[config.mk]
export PLATFORM = sky130hd
export DESIGN_NAME = prom_fetch_flat
export DESIGN_NICKNAME = d
export VERILOG_FILES = /design/src/rtl/prom_pkg.sv /design/src/rtl/prom_fetch_if.sv /design/src/rtl/prom_beat_asm.sv /design/src/rtl/prom_fetch.sv /design/src/flat_wrapper.sv
export SDC_FILE = /design/constraint.sdc
export NUM_CORES = 1
export LEC_CHECK = 0
export CAP_MARGIN = 5
export CORE_MARGIN = 2
export CORE_UTILIZATION = 53
export CTS_CLUSTER_SIZE = 30
export DETAILED_ROUTE_END_ITERATION = 10
export GPL_ROUTABILITY_DRIVEN = 0
export PLACE_DENSITY = 0.91
export REMOVE_ABC_BUFFERS = 1
export SKIP_CTS_REPAIR_TIMING = 1
export SYNTH_ARGS = -nofsm -noshare
export SYNTH_HDL_FRONTEND = slang
export SYNTH_SLANG_ARGS = --single-unit
[constraint.sdc]
create_clock -name clk -period 2.1 [get_ports clk]
set_input_delay 0.525 -clock clk [delete_from_list [all_inputs] [get_ports clk]]
set_output_delay 0.525 -clock clk [all_outputs]
set_load 0.02 [all_outputs]
[src/rtl/prom_pkg.sv]
// Shared constants and types for the PROM microinstruction fetch path.
package prom_pkg;

    localparam int unsigned IWIDTH  = 49;
    localparam int unsigned AWIDTH  = 9;
    localparam int unsigned BWIDTH  = 16;
    localparam int unsigned NBEATS  = 4;
    localparam int unsigned RAWIDTH = AWIDTH + 2;

    typedef enum logic [1:0] {
        IDLE,
        HIT,
        READ,
        DONE
    } state_t;

    typedef logic [1:0] beat_t;

    localparam beat_t LAST_BEAT = beat_t'(NBEATS - 1);

    // A correctly programmed microinstruction carries odd parity over all bits.
    function automatic logic odd_parity_ok(input logic [IWIDTH-1:0] word);
        return ^word;
    endfunction

endpackage

[src/rtl/prom_fetch_if.sv]
// Signal bundle between the PROM address stage, the boot ROM and the IR-load path.
// Defining PROM_PARITY_EN adds the parity_err output.
interface prom_fetch_if;
    import prom_pkg::*;

    logic [AWIDTH-1:0]  promaddr;
    logic               promenable;
    logic               req;
    logic               flush;
    logic [RAWIDTH-1:0] rom_addr;
    logic               rom_rd;
    logic [BWIDTH-1:0]  rom_data;
    logic               rom_ack;
    logic [IWIDTH-1:0]  iprom;
    logic               iprom_valid;
    logic               busy;

`ifdef PROM_PARITY_EN
    logic               parity_err;

    modport slave (
        input  promaddr, promenable, req, flush, rom_data, rom_ack,
        output rom_addr, rom_rd, iprom, iprom_valid, busy, parity_err
    );

    modport master (
        output promaddr, promenable, req, flush, rom_data, rom_ack,
        input  rom_addr, rom_rd, iprom, iprom_valid, busy, parity_err
    );
`else
    modport slave (
        input  promaddr, promenable, req, flush, rom_data, rom_ack,
        output rom_addr, rom_rd, iprom, iprom_valid, busy
    );

    modport master (
        output promaddr, promenable, req, flush, rom_data, rom_ack,
        input  rom_addr, rom_rd, iprom, iprom_valid, busy
    );
`endif

endinterface

[src/rtl/prom_beat_asm.sv]
// Merges 16-bit ROM beats into the 49-bit microinstruction buffer; bits past
// the top of the word are dropped, so the last beat contributes only its bit 0.
module prom_beat_asm
    import prom_pkg::*;
(
    input  logic              clk,
    input  logic              reset_n,
    input  beat_t             i_beat,
    input  logic [BWIDTH-1:0] i_data,
    input  logic              i_ack,
    output logic [IWIDTH-1:0] o_buf
);

    logic [IWIDTH-1:0] r_buf;
    logic [IWIDTH-1:0] w_shift;
    logic [IWIDTH-1:0] w_mask;
    logic [5:0]        w_shamt;

    always_comb begin
        w_shamt = 6'(32'(i_beat) * BWIDTH);
        w_shift = IWIDTH'(i_data) << w_shamt;
        w_mask  = IWIDTH'({BWIDTH{1'b1}}) << w_shamt;
    end

    always_ff @(posedge clk or negedge reset_n) begin
        if (!reset_n) begin
            r_buf <= '0;
        end else if (i_ack) begin
            r_buf <= (r_buf & ~w_mask) | w_shift;
        end
    end

    assign o_buf = r_buf;

endmodule

[src/rtl/prom_fetch.sv]
// Fetches one microinstruction from the 16-bit boot ROM in four beats, with a
// one-entry last-address buffer for repeat fetches. Optional: PROM_PARITY_EN.
module prom_fetch
    import prom_pkg::*;
(
    input  logic        clk,
    input  logic        reset_n,
    prom_fetch_if.slave bus
);

    state_t             r_state;
    state_t             w_next;
    logic [AWIDTH-1:0]  r_word;
    beat_t              r_beat;
    logic               r_en_lost;
    logic [IWIDTH-1:0]  r_iprom;
    logic               r_last_valid;
    logic [AWIDTH-1:0]  r_last_addr;

    logic [IWIDTH-1:0]  w_buf;
    logic               w_hit;
    logic               w_start_read;
    logic               w_ack;
    logic               w_load;
    logic               w_par_ok;

    logic               w_rom_rd;
    logic [RAWIDTH-1:0] w_rom_addr;
    logic [IWIDTH-1:0]  w_iprom;
    logic               w_valid;
    logic               w_busy;

    // A flush arriving with the request forces a miss.
    assign w_hit        = bus.req && bus.promenable && r_last_valid && !bus.flush
                          && (bus.promaddr == r_last_addr);
    assign w_start_read = (r_state == IDLE) && bus.req && bus.promenable && !w_hit;
    assign w_ack        = (r_state == READ) && bus.rom_ack;
    assign w_load       = (r_state == DONE) && !r_en_lost;

`ifdef PROM_PARITY_EN
    assign w_par_ok = odd_parity_ok(w_buf);
`else
    assign w_par_ok = 1'b1;
`endif

    prom_beat_asm u_beat_asm (
        .clk     (clk),
        .reset_n (reset_n),
        .i_beat  (r_beat),
        .i_data  (bus.rom_data),
        .i_ack   (w_ack),
        .o_buf   (w_buf)
    );

    always_ff @(posedge clk or negedge reset_n) begin
        if (!reset_n) begin
            r_state <= IDLE;
        end else begin
            r_state <= w_next;
        end
    end

    always_comb begin
        w_next = r_state;
        case (r_state)
            IDLE: begin
                if (bus.req && bus.promenable) begin
                    w_next = w_hit ? HIT : READ;
                end
            end
            HIT:  w_next = IDLE;
            READ: begin
                if (w_ack && (r_beat == LAST_BEAT)) begin
                    w_next = DONE;
                end
            end
            DONE: w_next = IDLE;
            default: w_next = IDLE;
        endcase
    end

    always_comb begin
        w_rom_rd   = (r_state == READ);
        w_rom_addr = w_rom_rd ? {r_word, r_beat} : '0;
        w_valid    = (r_state == HIT) || w_load;
        w_busy     = (r_state == READ) || (r_state == DONE);
        // The DONE cycle presents the assembled word directly so data and
        // valid coincide; the holding register takes it on the same edge.
        w_iprom    = w_load ? w_buf : r_iprom;
    end

    always_ff @(posedge clk or negedge reset_n) begin
        if (!reset_n) begin
            r_word       <= '0;
            r_beat       <= '0;
            r_en_lost    <= 1'b0;
            r_iprom      <= '0;
            r_last_valid <= 1'b0;
            r_last_addr  <= '0;
        end else begin
            case (r_state)
                IDLE: begin
                    if (w_start_read) begin
                        r_word    <= bus.promaddr;
                        r_beat    <= '0;
                        r_en_lost <= 1'b0;
                    end
                end
                READ: begin
                    if (!bus.promenable) begin
                        r_en_lost <= 1'b1;
                    end
                    if (w_ack) begin
                        r_beat <= r_beat + 1'b1;
                    end
                end
                DONE: begin
                    if (w_load) begin
                        r_iprom <= w_buf;
                    end
                end
                default: ;
            endcase

            // iprom may have changed under any completed read, so an unverified
            // or abandoned word always drops the buffer.
            if (bus.flush) begin
                r_last_valid <= 1'b0;
            end else if (r_state == DONE) begin
                if (w_load && w_par_ok) begin
                    r_last_valid <= 1'b1;
                    r_last_addr  <= r_word;
                end else begin
                    r_last_valid <= 1'b0;
                end
            end
        end
    end

    assign bus.rom_rd      = w_rom_rd;
    assign bus.rom_addr    = w_rom_addr;
    assign bus.iprom       = w_iprom;
    assign bus.iprom_valid = w_valid;
    assign bus.busy        = w_busy;

`ifdef PROM_PARITY_EN
    assign bus.parity_err  = w_load && !w_par_ok;
`endif

endmodule

[src/flat_wrapper.sv]
// flat-port wrapper written by rule: the top's interface ports become plain ports
module prom_fetch_flat import prom_pkg::*;
  (clk, reset_n, bus_promaddr, bus_promenable, bus_req, bus_flush, bus_rom_data, bus_rom_ack, bus_rom_addr, bus_rom_rd, bus_iprom, bus_iprom_valid, bus_busy);
  prom_fetch_if bus_i ();
  input  logic clk;
  input  logic reset_n;
  input wire logic [$bits(bus_i.promaddr)-1:0] bus_promaddr;
  input wire logic [$bits(bus_i.promenable)-1:0] bus_promenable;
  input wire logic [$bits(bus_i.req)-1:0] bus_req;
  input wire logic [$bits(bus_i.flush)-1:0] bus_flush;
  input wire logic [$bits(bus_i.rom_data)-1:0] bus_rom_data;
  input wire logic [$bits(bus_i.rom_ack)-1:0] bus_rom_ack;
  output wire logic [$bits(bus_i.rom_addr)-1:0] bus_rom_addr;
  output wire logic [$bits(bus_i.rom_rd)-1:0] bus_rom_rd;
  output wire logic [$bits(bus_i.iprom)-1:0] bus_iprom;
  output wire logic [$bits(bus_i.iprom_valid)-1:0] bus_iprom_valid;
  output wire logic [$bits(bus_i.busy)-1:0] bus_busy;
  assign bus_i.promaddr = bus_promaddr;
  assign bus_i.promenable = bus_promenable;
  assign bus_i.req = bus_req;
  assign bus_i.flush = bus_flush;
  assign bus_i.rom_data = bus_rom_data;
  assign bus_i.rom_ack = bus_rom_ack;
  assign bus_rom_addr = bus_i.rom_addr;
  assign bus_rom_rd = bus_i.rom_rd;
  assign bus_iprom = bus_i.iprom;
  assign bus_iprom_valid = bus_i.iprom_valid;
  assign bus_busy = bus_i.busy;
  prom_fetch u_core (.clk(clk), .reset_n(reset_n), .bus(bus_i));
endmodule
After elaboration in Yosys (flattened, before gate mapping)
Index checks and enable logic that the tools add are counted.
{ "op_classes": {"n_reduce_logical": 24, "n_bitwise": 4, "shift": 2, "eq_ne": 10, "mux": 15, "n_addsub": 1} }
{ "ops": {"columns": ["op", "count"], "rows": [
  ["$and A49 B49 Y49", 1],
  ["$mux W49", 1],
  ["$not A49 Y49", 1],
  ["$or A49 B49 Y49", 1],
  ["$shl A16 B6 Y49", 1],
  ["$shl A16 B6 Y49 const A", 1],
  ["$mux W11", 1],
  ["$logic_and A1 B1 Y1", 10],
  ["$mux W2", 5],
  ["$eq A9 B9 Y1", 1],
  ["$reduce_and A3 Y1", 3],
  ["$ne A2 B1 Y1 const B", 4],
  ["$eq A2 B2 Y1 const B", 3],
  ["$pmux W2 S3", 1],
  ["$mux W1", 5],
  ["$pmux W2 S2", 1],
  ["$reduce_and A2 Y1", 2],
  ["$reduce_bool A2 Y1", 2],
  ["$logic_not A1 Y1", 3],
  ["$add A2 B1 Y2 const B", 1],
  ["$eq A2 B1 Y1 const B", 1],
  ["$logic_not A2 Y1", 1],
  ["$logic_or A1 B1 Y1", 2],
  ["$ne A2 B2 Y1 const B", 1],
  ["3 further kinds", 3]
]} }
{ "totals": {"ff_bits": 122, "input_bits": 31, "out_inout_bits": 63, "wordCells": 64} }

Longest topological paths before layout
Gate-level depths: netlist (run 1).
{ "logic_depth": {"word_depth": 8, "mapped_depth": 6, "ltp_nobuf": 4} }

Cells and area by module
Synthesis (run 1) repeated with hierarchy kept, for this count alone.
{ "unflattened": {"cells_unflattened": 358, "hier_area_um2": 5411.4} }
{ "modules_own_cells": {"columns": ["module", "cells_per_inst", "n_inst", "area_each_um2"], "rows": [
  ["prom_fetch", 253, 1, 3554.7],
  ["prom_beat_asm", 105, 1, 1856.8]
]} }

Worst setup path before layout (run 1)
No wires, ideal clock.
{ "synth_timing": {"path_type": "register to output", "start": "register u_core.r_state[1]", "end": "output port bus_iprom[26]", "setup_slack_ns": 0.069, "path_buffers": 3, "arrival_ns": 1.506, "path_stages_with_launch": 6, "path_cell_list": "dfrtp_1 -> nand3_1 -> buf_2 -> buf_2 -> buf_2 -> mux2_2"} }
{ "synth_via": {"elab_chain_len": 3} }
{ "synth_lines": {"columns": ["element", "line", "source"], "rows": [
  ["from (decl)", "prom_fetch.sv:11", "state_t r_state;"],
  ["from (signal assigned)", "prom_fetch.sv:59", "r_state <= w_next;"],
  ["$eq A2 B2 Y1", "prom_fetch.sv:38", "assign w_load = (r_state == DONE) && !r_en_lost;"],
  ["$logic_and A1 B1 Y1", "prom_fetch.sv:38", null],
  ["$mux W49", "prom_fetch.sv:89", "w_iprom = w_load ? w_buf : r_iprom;"],
  ["to (decl)", "flat_wrapper.sv:15", "output wire logic [$bits(bus_i.iprom)-1:0] bus_iprom;"]
]} }
Every way passes these cells.

Final worst setup path (run 1)
{ "layout_timing": {"start": "register u_core.r_en_lost", "end": "output port bus_iprom[46]"} }
{ "layout_via": {"elab_chain_len": 3} }
{ "layout_lines": {"columns": ["element", "line", "source"], "rows": [
  ["from (decl)", "prom_fetch.sv:15", "logic r_en_lost;"],
  ["from (signal assigned)", "prom_fetch.sv:96", "r_en_lost <= 1'b0;"],
  ["from (signal assigned)", "prom_fetch.sv:106", "r_en_lost <= 1'b0;"],
  ["from (signal assigned)", "prom_fetch.sv:111", "r_en_lost <= 1'b1;"],
  ["$logic_not A1 Y1", "prom_fetch.sv:38", null],
  ["$logic_and A1 B1 Y1", "prom_fetch.sv:38", null],
  ["$mux W49", "prom_fetch.sv:89", null]
]} }
Every way passes these cells.

==> metrics.yaml, run 1 <==
outcome: "complete, but fails checks"
failed_checks: "negative setup slack"
routed_wl_mm: 14.0
hpwl_mm: 7.94
postRouteAntennaNets: 0
clock_buffers_created_by_tritoncts: 17
r2r-end: "u_core.r_word[0]$_DFFE_PN0P_"
cp_num_buf_inv: 4
core_region_area_mm2: 0.00973
boundaryPins: 94
placement.io_buffers: 93
critPathRequiredTime_ns: 1.57
syn_area_cell_um2: 14.4
antenna_found_initial: 0
synth_top_area_share_pct: 57.5
cell_rows: 36
p_comb_share_pct: 39.1
drt_iter0_markers: 180
timing.reg2reg.setup_slack_ns: 0.28
static-leakage-power_nw: 3.79
grt_start_max_net_pins: 61
synth.top_cells.by_area: "sky130_fd_sc_hd__dfrtp_1 57%, sky130_fd_sc_hd__mux2_2 23%, sky130_fd_sc_hd__a22o_1 7.9%"
most-common-layout-cells: "122 x sky130_fd_sc_hd__dfrtp_1, 107 x sky130_fd_sc_hd__mux2_2, 52 x sky130_fd_sc_hd__buf_6"
tightest_slew_ns: 0.403
finalCriticalPeriod_ns: 2.38
ff_latch_area_mm2: 0.00305
insertedDiodeCount: 0
tritoncts: "yes"
post-route-period-util_pct: 114
timing.slew.headroom_pct: 73.1
detailedRoute.firstPassIterationCount: 4
postSynthRegisterBits: 122
crit_path_max_incr_delay_ns: 0.36
pwr-share-seq_pct: 35.9
grt_remaining_overflow: 0
path_clk_slew_ns: 0.06
timing.final.hold_violations: 0
groute.usage.overall_pct: 23.7
worst_r2r_path_depth: 7
dr_wl_met3_um: 798
timing.final.max_slew_violations: 0
avgRoutedWirePerCell_um: 21.2
detail_route.drc_violations: 0
dr_wl_met2_mm: 7.37
clock_latency_ns: 0.53
syn-instance-count: 370
grt_setup_unrepaired: "yes"
grt_pass1_wl_mm: 20.1
dieHeight_um: 104
share_of_cells_above_drive_strength_1_pct: 51.9
synthDominantAreaCellType: "sky130_fd_sc_hd__dfrtp_1"
post_synth_instance_area_mm2: 0.00531
ctsHtreeMaxLevel: 4
area.growth.synth_to_final_pct: 42.9
crit_path_cell_trace: "inv_2, nand3_4, buf_12, buf_8, mux2_2, buf_2"
layout.cells.most_common: "sky130_fd_sc_hd__dfrtp_1"
pwr_density_cell_mw_per_mm2: 1480
starting_density_pct: 54.6
max_cap_violations: 0
cts.sinks: 122
sw_frac_of_total_pct: 33.2
max-vdd-ir-drop_mv: 0.766
die_area_mm2: 0.0108
routed.top_layer: "met4"
final_area_mm2: 0.00759
worst_hold_path_type: "input port to asynchronous set/reset pin"
end_kind: "primary output"
synth.lib_cells_used.distinct: 30
slowest_stage: "sky130_fd_sc_hd__dfrtp_1"
type_of_element_launching_the_critical_path: "flip-flop"
timing.critical_path.max_delay_family: "buffers and inverters"
multi_input_comb_area_mm2: 0.00218
maxClockFrequency_mhz: 420
detailed_place.area_mm2: 0.00668
critical_path_class: "flip-flop to primary output"
switching_power_mw: 3.72
post_route_skew_ns: 0.0103
hold_ws_ns: 0.476
cts_root_buffer: "sky130_fd_sc_hd__clkbuf_8"
die_w_um: 104
cp_data_arrival_time_ns: 1.86
num_vias: 3757
reg2reg_launch_point: "u_core.r_state[1]$_DFFE_PN0P_"
cts_buffer_depth: 2
clock_power_share_pct: 25.0
final_critical_path_setup_slack_ns: -0.284
routedLengthMet1_mm: 5.54
yosysSeqAreaShare_pct: 57.5
finish.net_count: 551
routed_via_density: 5.68
final.fill_count: 558
final_count_of_negative_setup_slack_endpoints: 62
synthesis.yosys.warnings: 0
internal_power_mw: 7.48
critPathMaxFanout: 9
via_count_of_the_first_global_routing_pass: 3896
[power by group through the flow]
stage                     registers [mW]  logic [mW]  clock network, mW
after floorplan                     3.78        2.37                  0
after global placement              3.88        3.93                  0
after detailed placement            3.97        4.05                  0
after CTS                           3.96        4.12               2.83
after global routing                4.11        4.62               2.95
final                               4.02        4.38               2.80
[registers in the layout (all words and copies together) (netlist names)]
name,flops
u_core.r_beat,2
u_core.r_word,9
u_core.u_beat_asm.o_buf,49
u_core.r_last_valid,1
u_core.r_iprom,49
u_core.r_en_lost,1
u_core.r_last_addr,9
u_core.r_state,2
[worst max-delay path by stage]
stage	to	cells past startpoint	from
floorplan	u_core.r_last_addr[0]$_DFFE_PN0P_	3	u_core.r_state[1]$_DFFE_PN0P_
global placement	u_core.r_word[5]$_DFFE_PN0P_	7	bus_promaddr[4]
detailed placement	u_core.r_word[5]$_DFFE_PN0P_	7	bus_promaddr[4]
CTS	bus_rom_addr[0]	5	u_core.r_state[1]$_DFFE_PN0P_
global route	bus_iprom[45]	6	u_core.r_en_lost$_DFFE_PN0P_
finish	bus_iprom[46]	6	u_core.r_en_lost$_DFFE_PN0P_
[cell usage after synthesis (all sizes together)]
cell type	instances
xor2	9
nand3	3
buf	16
and2b	1
a31oi	1
nor3	3
and2	9
mux2	116
o22ai	1
and3b	1
ha	4
a22o	48
a21oi	1
nand2	12
clkbuf	5
nand4	1
inv	4
a21boi	1
nor2	5
dfrtp	122
or2	1
nor4	2
nand4b	1
o31ai	1
o21ai	2
[per-layer routing]
layer,vias up,track usage (%)
li1,1656,-
met5,-,0
met2,126,39.5
met1,1944,29.2
met3,31,7.71
met4,0,8.40
[final cells by class]
cell class,instances,share of cell area [%]
Multi-Input combinational cell,223,28.7
Sequential cell,122,40.2
Timing Repair Buffer,148,21.1
Tap cell,133,2.19
Clock buffer,23,6.28
Inverter,4,0.198
Clock inverter,8,1.22
[cells by family after synthesis]
kind of cell             count (synthesis)  share of synthesized area, %
AO/OA/AOI/OAI                           55                          8.72
XOR/XNOR                                 9                          1.48
adder cells (fa/ha/maj)                  4                         0.943
buffers and inverters                   25                          2.12
flip-flops                             122                          57.5
multiplexers                           116                          25.0
AND/OR/NAND/NOR                         39                          4.22
[per-stage QoR]
| step | setup slack, ns | util (%) | cells | total power, mW | setup TNS (ns) |
|---|---|---|---|---|---|
| floorplan | -2.40 | - | 349 | 6.15 | -231.33 |
| global placement | -0.207 | 68.7 | 610 | 7.82 | -6.10 |
| detailed placement | -0.254 | 68.7 | 610 | 8.03 | -8.47 |
| CTS | -0.760 | 74.5 | 641 | 10.9 | -41.86 |
| global route | -0.315 | 78.0 | 661 | 11.7 | -16.34 |
| finish | -0.284 | 78.0 | 661 | 11.2 | -14.04 |
Power figures use the tool's default switching activity.
==> inputs of run 2 (changes only) <==
PLACE_DENSITY = 0.8   (was 0.91)
clock period = 2.3 ns   (was 2.1 ns; I/O delays follow)
==> run 2 against run 1 <==
Compared with the run above: the run still ends with negative setup slack left; sequential power fell by 8.7%; global-route usage shrank 1.2 points; clock power is 10% lower; via count decreased by 1.4%; largest power group unchanged.
==> metrics.yaml, run 2 (synthesis results as in run 1) <==
hold_ws_ns: 0.0387  # -0.437 ns
timing.slew.headroom_pct: 63.6  # -9.6 points
clock_power_share_pct: 25.0  # about the same
cts.sinks: 122  # unchanged
clock_buffers_created_by_tritoncts: 17  # unchanged
post-route-period-util_pct: 106
sw_frac_of_total_pct: 32.7  # -0.50 points
path_clk_slew_ns: 0.06  # about the same
dieHeight_um: 104  # unchanged
cts_buffer_depth: 2  # unchanged
timing.setup.tns_ns: -5.14  # +8.90 ns
worst_hold_path_type: "input port to asynchronous set/reset pin"
die_w_um: 104  # unchanged
share_of_cells_above_drive_strength_1_pct: 51.7  # -0.18 points
end_kind: "primary output"
outcome: "complete, but fails checks"
final_critical_path_setup_slack_ns: -0.131  # +0.152 ns
drt_iter0_markers: 142  # -21%
finalPower_mw: 10.1  # -10%
final.fill_count: 593  # +6.3%
ctsHtreeMaxLevel: 4  # unchanged
maxClockFrequency_mhz: 411
antenna_found_initial: 0  # unchanged
insertedDiodeCount: 0  # unchanged
switching_power_mw: 3.30  # -11%
grt_start_max_net_pins: 43  # -30%
postRouteAntennaNets: 0  # unchanged
reg2reg_launch_point: "u_core.r_en_lost$_DFFE_PN0P_"
cts_root_buffer: "sky130_fd_sc_hd__clkbuf_8"
max_cap_violations: 0  # unchanged
die_area_mm2: 0.0108  # unchanged
placed_cells_incl_taps: 611  # +0.16%
tritoncts: "yes"
routed_wl_mm: 13.0  # -7.0%
final_count_of_negative_setup_slack_endpoints: 49  # -21%
pwr_density_cell_mw_per_mm2: 1340  # -9.2%
static-leakage-power_nw: 3.86  # +1.8%
avgRoutedWirePerCell_um: 19.7  # -6.7%
pwr-share-seq_pct: 36.4  # +0.5 points
starting_density_pct: 54.6  # unchanged
finish.net_count: 548  # -0.54%
timing.final.max_slew_violations: 0  # unchanged
detail_route.drc_violations: 0  # unchanged
area.growth.synth_to_final_pct: 41.7
cell_rows: 36  # unchanged
critPathMaxFanout: 11  # +2
detailed_place.area_mm2: 0.00664  # -0.64%
failed_checks: "negative setup slack"
num_vias: 3704  # -1.4%
via_count_of_the_first_global_routing_pass: 3761  # -3.5%
detailedRoute.firstPassIterationCount: 4  # unchanged
clock_latency_ns: 0.52  # about the same
finalCriticalPeriod_ns: 2.43
hpwl_mm: 7.56  # -4.8%
groute.usage.overall_pct: 22.6  # -1.2 points
grt_pass1_wl_mm: 19.4  # -3.4%
max-vdd-ir-drop_mv: 0.682  # -11%
grt_remaining_overflow: 0  # unchanged
ff_latch_area_mm2: 0.00305  # unchanged
origin_of_the_worst_setup_path: "u_core.r_en_lost$_DFFE_PN0P_"
most-common-layout-cells: "122 x sky130_fd_sc_hd__dfrtp_1, 109 x sky130_fd_sc_hd__mux2_2, 51 x sky130_fd_sc_hd__buf_6"
p_comb_share_pct: 38.6  # -0.5 points
critical_path_class: "flip-flop to primary output"
layout.cells.most_common: "sky130_fd_sc_hd__dfrtp_1"
type_of_element_launching_the_critical_path: "flip-flop"
routed_via_density: 5.62  # -1.1%
cp_data_arrival_time_ns: 1.86  # about the same
timing.final.hold_violations: 0  # unchanged
boundaryPins: 94  # unchanged
placement.io_buffers: 93  # unchanged
internal_power_mw: 6.79  # -9.3%
core_region_area_mm2: 0.00973  # unchanged
critPathRequiredTime_ns: 1.73  # +0.16 ns
grt_setup_unrepaired: "yes"
worst_r2r_path_depth: 8  # +1
multi_input_comb_area_mm2: 0.00218  # +0.17%
tightest_slew_ns: 0.546  # +0.143 ns
final-instance-count-excl-fill: 659  # -0.30%
post_route_skew_ns: 0.0117  # +0.00137 ns
final_area_mm2: 0.00752  # -0.82%
## run 2: area by class of cell
| cell class | instances | area share [%] |
|---|---|---|
| clock buffers | 20 | 5.92 |
| clock inverters | 12 | 1.65 |
| inverters | 4 | 0.200 |
| multi-input cells | 223 | 29.0 |
| flip-flops and latches | 122 | 40.6 |
| well taps | 133 | 2.21 |
| repair buffers | 145 | 20.4 |
## run 2: metal layers
layer  track usage, %  up-vias  routed length (um)
met5                0        -                   0
met2             36.3      112                6540
met4             7.24        0                 180
met1             29.9     1930                5680
li1                 -     1647                   -
met3             6.33       15                 596
## run 2: worst paths after layout
| check | end | slack [ns] |
|---|---|---|
| min | u_core.r_iprom[8]$_DFFE_PN0P_ | 0.04 |
| max in group asynchronous | u_core.r_iprom[2]$_DFFE_PN0P_ | 1.54 |
| min reg2reg | u_core.r_iprom[10]$_DFFE_PN0P_ | 0.50 |
| min in group clk | u_core.r_iprom[10]$_DFFE_PN0P_ | 0.50 |
| max reg2reg | u_core.r_last_addr[4]$_DFFE_PN0P_ | 0.45 |
| max | bus_iprom[30] | -0.13 |
## run 2: per-stage QoR
| stage | util, % | setup WS [ns] |
|---|---|---|
| final | 77.3 | -0.131 |
| after global routing | 77.3 | -0.198 |
| after CTS | 74.1 | -0.543 |
| after detailed placement | 68.2 | -0.0821 |
| after global placement | 68.2 | 0.00535 |
| after floorplan | - | -2.21 |
## run 2: power groups by stage
stage / registers [mW] / logic, mW / clock network (mW)
floorplan: 3.45 / 2.16 / 0
global placement: 3.57 / 3.57 / 0
detailed placement: 3.64 / 3.63 / 0
CTS: 3.63 / 3.68 / 2.53
global route: 3.77 / 4.13 / 2.66
finish: 3.67 / 3.90 / 2.52
## run 2: worst max-delay path, cell delays in order, from the launching register on
cell and delay (ns):
sky130_fd_sc_hd__dfrtp_1 0.39, sky130_fd_sc_hd__inv_2 0.08, sky130_fd_sc_hd__nand3_4 0.11, sky130_fd_sc_hd__buf_12 0.16, sky130_fd_sc_hd__buf_12 0.14, sky130_fd_sc_hd__mux2_2 0.29, sky130_fd_sc_hd__clkbuf_2 0.16
==> inputs of run 3 (changes only) <==
RECOVER_POWER = 25   (was not set)
==> run 3 against run 2 <==
Compared with the run above: the flow still finishes with violations (negative setup slack); largest power group unchanged; core utilization down 0.22 points; final area fell by 0.28%; critical path depth down 2; register-to-register slack about the same; first-iteration DRC count up 13%; via count hardly changed.
==> metrics.yaml, run 3 (synthesis results as in run 1) <==
grt_pass1_wl_mm: 19.4  # unchanged
final-instance-count-excl-fill: 659  # unchanged
cts_buffer_depth: 2  # unchanged
final_core_utilization_pct: 77.1  # -0.22 points
insertedDiodeCount: 0  # unchanged
timing.setup.tns_ns: -5.04  # +0.0997 ns
finish.net_count: 548  # unchanged
postRouteAntennaNets: 0  # unchanged
pwr_density_cell_mw_per_mm2: 1340  # +0.21%
dieHeight_um: 104  # unchanged
area.growth.synth_to_final_pct: 41.3
detailedRoute.firstPassIterationCount: 4  # unchanged
finalCriticalPeriod_ns: 2.43  # -0.00252 ns
max_cap_violations: 0  # unchanged
placed_cells_incl_taps: 611  # unchanged
cell_rows: 36  # unchanged
maxClockFrequency_mhz: 412  # +0.10%
end_kind: "primary output"
clock_latency_ns: 0.52  # about the same
hpwl_mm: 7.56  # unchanged
share_of_cells_above_drive_strength_1_pct: 51.5  # -0.19 points
clock_buffers_created_by_tritoncts: 17  # unchanged
via_count_of_the_first_global_routing_pass: 3761  # unchanged
routed_wl_mm: 13.0  # about the same
core_region_area_mm2: 0.00973  # unchanged
boundaryPins: 94  # unchanged
cts.sinks: 122  # unchanged
detailed_place.area_mm2: 0.00664  # unchanged
layout.cells.most_common: "sky130_fd_sc_hd__dfrtp_1"
cts_root_buffer: "sky130_fd_sc_hd__clkbuf_8"
post_route_skew_ns: 0.00953  # -0.00212 ns
static-leakage-power_nw: 3.85  # -0.25%
num_vias: 3701  # -0.081%
reg2reg_launch_point: "u_core.r_en_lost$_DFFE_PN0P_"
most-common-layout-cells: "122 x sky130_fd_sc_hd__dfrtp_1, 109 x sky130_fd_sc_hd__mux2_2, 51 x sky130_fd_sc_hd__buf_6"
max-vdd-ir-drop_mv: 0.682  # about the same
grt_start_max_net_pins: 43  # unchanged
ctsHtreeMaxLevel: 4  # unchanged
critical_path_class: "flip-flop to primary output"
type_of_element_launching_the_critical_path: "flip-flop"
cp_data_arrival_time_ns: 1.85  # about the same
origin_of_the_worst_setup_path: "u_core.r_state[1]$_DFFE_PN0P_"
groute.usage.overall_pct: 22.6  # unchanged
ff_latch_area_mm2: 0.00305  # unchanged
antenna_found_initial: 0  # unchanged
timing.final.hold_violations: 0  # unchanged
outcome: "complete, but fails checks"
final_area_mm2: 0.00750  # -0.28%
starting_density_pct: 54.6  # unchanged
grt_remaining_overflow: 0  # unchanged
failed_checks: "negative setup slack"
final_critical_path_setup_slack_ns: -0.129  # +0.00252 ns
timing.slew.headroom_pct: 31.4  # -32 points
post-route-period-util_pct: 106  # -0.11 points
path_clk_slew_ns: 0.06  # about the same
avgRoutedWirePerCell_um: 19.7  # about the same
drt_iter0_markers: 160  # +13%
worst_hold_path_type: "input port to asynchronous set/reset pin"
placement.io_buffers: 93  # unchanged
final.fill_count: 598  # +0.84%
die_w_um: 104  # unchanged
critPathRequiredTime_ns: 1.73  # about the same
die_area_mm2: 0.0108  # unchanged
detail_route.drc_violations: 0  # unchanged
critPathMaxFanout: 12  # +1
multi_input_comb_area_mm2: 0.00218  # unchanged
grt_setup_unrepaired: "yes"
final_count_of_negative_setup_slack_endpoints: 49  # unchanged
timing.final.max_slew_violations: 0  # unchanged
routed_via_density: 5.62  # about the same
tritoncts: "yes"
tightest_slew_ns: 1.03  # +0.482 ns
run 3: layer usage:
metal  part of all wire (%)  global-route usage [%]  up-vias
met4                    1.4                    7.24        0
met5                      0                       0        -
met1                     43                    29.9     1925
met2                     50                    36.3      112
met3                    5.0                    6.33       18
li1                       -                       -     1646
run 3: critical path, stage by stage, from the launching register on:
cell and delay (ns):
sky130_fd_sc_hd__dfrtp_1 0.41, sky130_fd_sc_hd__nand3_4 0.14, sky130_fd_sc_hd__buf_4 0.22, sky130_fd_sc_hd__mux2_2 0.36, sky130_fd_sc_hd__dlymetal6s2s_1 0.21
run 3: metrics by stage:
| step | setup slack (ns) | hold WS, ns | power, mW |
|---|---|---|---|
| final | -0.129 | 0.232 | 10.1 |
| after global routing | -0.198 | 0.290 | 10.6 |
| after CTS | -0.543 | 0.0540 | 9.85 |
| after detailed placement | -0.0821 | 0.487 | 7.26 |
| after global placement | 0.00535 | 0.481 | 7.14 |
| after floorplan | -2.21 | 0.279 | 5.61 |
run 3: final timing paths:
check,end,slack (ns),depth (start not counted)
worst max-delay path,bus_iprom[16],-0.13,4
min in group clk,u_core.r_iprom[10]$_DFFE_PN0P_,0.50,1
max in group asynchronous,u_core.r_iprom[15]$_DFFE_PN0P_,0.56,2
worst min register to register,u_core.r_iprom[10]$_DFFE_PN0P_,0.50,1
worst min-delay path,u_core.r_iprom[8]$_DFFE_PN0P_,0.23,1
worst max register to register,u_core.r_last_addr[4]$_DFFE_PN0P_,0.45,8
run 3: report_power, final:
group / switching (mW) / internal, mW
Sequential: 0.643 / 3.03
Clock: 0.931 / 1.59
Combinational: 1.72 / 2.17
run 3: final cells by class:
cell class | instances | area share [%]
tap | 133 | 2.22
sequential | 122 | 40.7
inverter | 4 | 0.200
timing repair buffer | 145 | 20.2
clock inverter | 12 | 1.65
multi-input combinational | 223 | 29.1
clock buffer | 20 | 5.94
